**src/rtl/fetch_unit.sv**
```systemverilog
// rtl/fetch_unit.sv - instruction fetch stage with a one-entry stall buffer and redirect flush
// Registered fetch result drives decode; a redirect with a request in flight drains it in DISCARD.
module fetch_unit #(
  parameter logic [31:0] START_PC    = 32'h0000_0040,
  parameter logic [31:0] BUBBLE_WORD = 32'h0000_0000
) (
  input  logic        clk,
  input  logic        reset_n,
  input  logic        stall,
  input  logic        redirect,
  input  logic [31:0] redirectTarget,
  output logic        imemReq,
  output logic [31:0] imemAddr,
  input  logic        imemReady,
  input  logic [31:0] imemData,
  output logic [31:0] pcCurrent,
  output logic [31:0] instWord,
  output logic        instValid
);

  typedef enum logic [1:0] {
    FETCH   = 2'd0,
    HOLD    = 2'd1,
    DISCARD = 2'd2
  } state_t;

  state_t      state;
  logic [31:0] fetch_pc;
  logic [31:0] discard_addr;
  logic [31:0] hold_pc;
  logic [31:0] hold_word;
  logic        hold_valid;
  logic        req_q;
  logic [31:0] target;
  logic        accept;

  assign target   = {redirectTarget[31:2], 2'b00};
  assign accept   = req_q && imemReady;
  assign imemReq  = req_q;
  // DISCARD keeps presenting the abandoned address until its response drains
  assign imemAddr = (state == DISCARD) ? discard_addr : fetch_pc;

  always_ff @(posedge clk or negedge reset_n) begin
    if (!reset_n) begin
      state        <= FETCH;
      fetch_pc     <= START_PC;
      discard_addr <= START_PC;
      hold_pc      <= START_PC;
      hold_word    <= BUBBLE_WORD;
      hold_valid   <= 1'b0;
      req_q        <= 1'b0;
      pcCurrent    <= START_PC;
      instWord     <= BUBBLE_WORD;
      instValid    <= 1'b0;
    end else if (redirect) begin
      fetch_pc   <= target;
      instValid  <= 1'b0;
      instWord   <= BUBBLE_WORD;
      hold_valid <= 1'b0;
      req_q      <= 1'b1;
      case (state)
        FETCH: begin
          if (req_q && !imemReady) begin
            state        <= DISCARD;
            discard_addr <= fetch_pc;
          end else begin
            state <= FETCH;
          end
        end
        DISCARD: state <= imemReady ? FETCH : DISCARD;
        default: state <= FETCH;
      endcase
    end else begin
      case (state)
        FETCH: begin
          req_q <= 1'b1;
          if (accept) begin
            fetch_pc <= fetch_pc + 32'd4;
            if (stall) begin
              hold_pc    <= fetch_pc;
              hold_word  <= imemData;
              hold_valid <= 1'b1;
              req_q      <= 1'b0;
              state      <= HOLD;
            end else begin
              pcCurrent <= fetch_pc;
              instWord  <= imemData;
              instValid <= 1'b1;
            end
          end else if (!stall) begin
            instValid <= 1'b0;
            instWord  <= BUBBLE_WORD;
          end
        end
        HOLD: begin
          if (!stall) begin
            pcCurrent  <= hold_pc;
            instWord   <= hold_word;
            instValid  <= hold_valid;
            hold_valid <= 1'b0;
            req_q      <= 1'b1;
            state      <= FETCH;
          end
        end
        DISCARD: begin
          if (imemReady) begin
            state <= FETCH;
          end
        end
        default: state <= FETCH;
      endcase
    end
  end

endmodule

```
**config.mk**
```make
export PLATFORM = sky130hd
export DESIGN_NAME = fetch_unit
export DESIGN_NICKNAME = d
export VERILOG_FILES = /design/src/rtl/fetch_unit.sv
export SDC_FILE = /design/constraint.sdc
export NUM_CORES = 1
export LEC_CHECK = 0
export BUFFER_PORTS_ARGS = -buffer_cell sky130_fd_sc_hd__buf_2
export CAP_MARGIN = 15
export CELL_PAD_IN_SITES_DETAIL_PLACEMENT = 0
export CELL_PAD_IN_SITES_GLOBAL_PLACEMENT = 2
export CORE_MARGIN = 2
export CORE_UTILIZATION = 36
export CTS_CLUSTER_SIZE = 40
export DETAILED_ROUTE_END_ITERATION = 7
export GPL_TIMING_DRIVEN = 0
export PLACE_DENSITY = 0.83
export SYNTH_ARGS = -nofsm -noshare
export SYNTH_HDL_FRONTEND = slang
export SYNTH_SLANG_ARGS = --single-unit
```
**constraint.sdc**
```tcl
create_clock -name clk -period 2.5 [get_ports clk]
set_clock_uncertainty 0.1 [all_clocks]
set_input_delay 0.125 -clock clk [delete_from_list [all_inputs] [get_ports clk]]
set_output_delay 0.125 -clock clk [all_outputs]
set_load 0.03 [all_outputs]
```
==> impl_results.md <==
- Final Util: 47.3%
- Clock sink count: 189
- Final Setup Violations: 0
- Max Slew Vio Count: 0
- Number of global-route vias before repair: 6642
- Number of synthesized register bits: 189
- Die X: 159 µm
- Slowest cell delay on critical path: 0.48 ns
- Crit path from: state[1]
- Worst setup EP type: output port
- Post-Syn Area: 0.00864 mm²
- First-pass GRT wire length: 36900 µm
- Starting Density: 36.7%
- Asr flop ratio synth: 100%
- # port buffers: 158
- Multi-input gate area: 0.00356 mm²
- Pint: 6170 µW
- 1st-pass router iterations: 4
- MaxCap Viol Count: 0
- Htree depth: 4
- Worst path top cell family by delay: buffers and inverters
- CP Launch Type: flip-flop
- Leak: 0.00507 µW
- Total wire length: 22700 µm
- Flop2flop setup slack: 0.35 ns
- Sum Neg Setup Slack: 0 ns
- Crit share post-route: 94.8%
- Post-DR wirelength/cell: 17.0 µm
- Crit path cell chain: nor2b_1 > clkbuf_4 > buf_4 > mux2_2 > buf_2
- Synth warn: 0
- Initial antenna violation count: 0
- Clock Power Share: 30.0%
- CTS Buf Count: 17
- GP Congestion: 0.746
- DRC Markers: 0
- Fin. Hold Viols: 0
- Post-synth cell types: 43
- Antenna cells: 0
- Rows: 56
- NetSw: 3090 µW
- Fillers: 2311
- Minimum clock period: 2.37 ns
- Switching share of power: 33.4%
- Die ar.: 0.0253 mm²
- FF-to-FF End: hold_pc[26]
- Placed Instances: 1240
- GRT Overall Usage: 18.4%
- ANT nets after route: 0
- Critical path required time: 2.28 ns
- Worst slew pin tran: 0.911 ns
- CP bufs+invs: 3
- VDD IR max: 0.430 mV
- Number of cells on the worst reg-to-reg path: 6
- Root buffer cell: clkbuf_16
- Critical path peak fanout: 10
- Crit path kind: flip-flop to output port
- Reg power frac: 44.8%
- Area grow syn2layout: 28.9%
- Post-synth EDFFs: 0
- Avg Cell Area, Syn: 11.4 µm²
- Clk_lat worst skew: 0.44 ns
- Status: complete, no violations
- Via count: 6445
- CTS tree: done
- Total power: 9250 µW
- Rel. slew slack: 39.3%
- Starting DRC count in detailed routing: 315
- Cell count after synthesis: 759
- Slowest cell on the critical path: dfrtp_1
- Layout cells sized above 1: 34.8%
- Height of the die: 159 µm
- Fin cells: 1337
- Placed cell area: 0.00988 mm²
- Cell count along the critical path: 5
- CP Capture Point: imemAddr[30]
- Layout net count: 1075
- CTS clock-pin slew for the worst setup and hold paths: 0.08 ns
- Power per cell area: 831 mW/mm²
- Logic pwr share: 25.2%
- Design area: 0.0111 mm²
- Detailed-placement wirelength estimate: 15400 µm
- Io pins: 167
- HP Class: input port to flip-flop
- Max Clock Freq: 0.422 GHz
- Register area: 0.00473 mm²
- Worst reg2reg startpoint: state[1]
- Vias per cell: 4.82
- Unrepaired setup endpoints after global routing: no
- Core Region: 0.0235 mm²
- WP data arrival: 2.14 ns
- Main synth FF type: dfrtp_1
- Longest Clk Path Bufs: 2
- Largest net degree at the start of global routing: 102
- Post-synthesis sequential area ratio: 54.8%
- Remaining Overflow, GRT: 0
==> synth_stat cells (2+ instances only) <==
library cell  number  share of area, %
nor4_4             5               1.2
mux2_2           107                14
a21oi_1            8              0.46
mux2i_1           27               3.1
nand4_4            2              0.49
xnor2_1           24               2.4
nor3_1             7              0.41
buf_6              7              0.91
and2_1             2              0.14
buf_4              5              0.43
nor2_1            12              0.52
nor3_2             2              0.23
nand2_1          122               5.3
nor2b_1            2              0.14
nand4_1            3              0.22
nor3b_1            2              0.17
buf_2             23               1.3
clkbuf_1          26               1.1
and3_1             4              0.29
dfstp_2            4               1.2
inv_1              7              0.30
a22oi_1           32               2.8
nand3_1            5              0.29
dfrtp_1          185                54
o21ai_1           42               2.4
nor4_1             5              0.36
o21ai_0           69               4.0
xor2_1             5              0.51
==> worst min-delay path by stage <==
stage / from / to / slack (ns) / cells past startpoint
after floorplan: reset_n / discard_addr[10] / -0.27 / 0
after global placement: redirectTarget[2] / fetch_pc[2] / 0.23 / 3
after detailed placement: reset_n / pcCurrent[5] / 0.1 / 1
after CTS: redirect / instWord[31] / 0.16 / 4
after global routing: redirect / instWord[0] / 0.17 / 4
final: redirect / instWord[31] / 0.15 / 4
==> layout by cell type, fill, tap and decap left out, types with 4 or more instances in the layout <==
master / instances
inv_6: 5
conb_1: 4
dlygate4sd3_1: 65
clkbuf_16: 17
mux2_2: 107
o21ai_0: 69
nor4_1: 5
nand3_1: 5
buf_6: 7
a21oi_1: 8
clkbuf_1: 24
nor4_4: 5
nand2_1: 122
buf_2: 178
o21ai_1: 42
dfrtp_1: 185
nor3_1: 7
buf_4: 7
xnor2_1: 24
a22oi_1: 32
nor2_1: 12
inv_1: 7
mux2i_1: 27
dfstp_2: 4
xor2_1: 5
and3_1: 4
==> repair_timing <==
action | CTS | global route
endpoints found under the hold margin | 182 | 0
pin swaps | 0 | 0
setup endpoints to repair | 23 | 23
buffers inserted | 0 | 0
hold buffers | 65 | 0
gates resized for setup | 3 | 4
==> area by class of cell <==
| class | count | area share [%] |
|---|---|---|
| flip-flops and latches | 189 | 42.5 |
| multi-input cells | 504 | 31.9 |
| repair buffers | 224 | 13.3 |
| clock buffers | 17 | 3.82 |
| well taps | 319 | 3.58 |
| plain buffers | 62 | 3.09 |
| clock inverters | 15 | 1.54 |
| inverters | 7 | 0.236 |
==> power groups by stage <==
stage	sequential (µW)	clock [µW]	combinational [µW]
final	4150	2770	2330
after global routing	4250	2960	2540
after CTS	4150	2840	2360
after detailed placement	4210	0	2270
after global placement	4180	0	2240
after floorplan	4470	0	1270
==> state kept, by name, indices dropped and copies added, names as in the netlist <==
signal / flops
fetch_pc: 30
hold_valid: 1
instValid: 1
imemReq: 1
instWord: 32
state: 2
hold_word: 32
pcCurrent: 30
discard_addr: 30
hold_pc: 30
==> through the flow <==
stage	setup WS [ns]	hold WS, ns
2_1_floorplan	0.547	-0.271
3_3_place_gp	-2.11	0.232
3_5_place_dp	0.192	0.0984
4_1_cts	0.0200	0.162
5_1_grt	0.0192	0.172
6_report	0.130	0.150
==> worst reg2reg max path, delay by kind of cell (launching register included) <==
family / cells / cell delay, ns
buf+inv: 3 / 0.73
flops: 1 / 0.48
simple gates: 2 / 0.37
mux: 1 / 0.35
==> cell families after synthesis <==
logic type / after synthesis / synth area share (%)
AOI/OAI and AO/OA: 152 / 9.76
xor gates and xnor gates: 29 / 2.94
adders and majority gates: 1 / 0.145
buffers and inverters: 69 / 4.17
DFF: 189 / 54.8
muxes: 134 / 17.1
other: 1 / 0.0434
and+or+nand+nor: 184 / 11.1
==> per-layer routing <==
| metal | share of wire, % | vias up | wire length, µm | track usage, % |
|---|---|---|---|---|
| li1 | - | 3122 | - | - |
| met1 | 48 | 3173 | 10800 | 26.0 |
| met2 | 47 | 141 | 10800 | 29.9 |
| met3 | 4.2 | 9 | 941 | 3.32 |
| met4 | 0.58 | 0 | 132 | 3.72 |
| met5 | 0 | - | 0 | 0 |
Power figures use the tool's default switching activity.
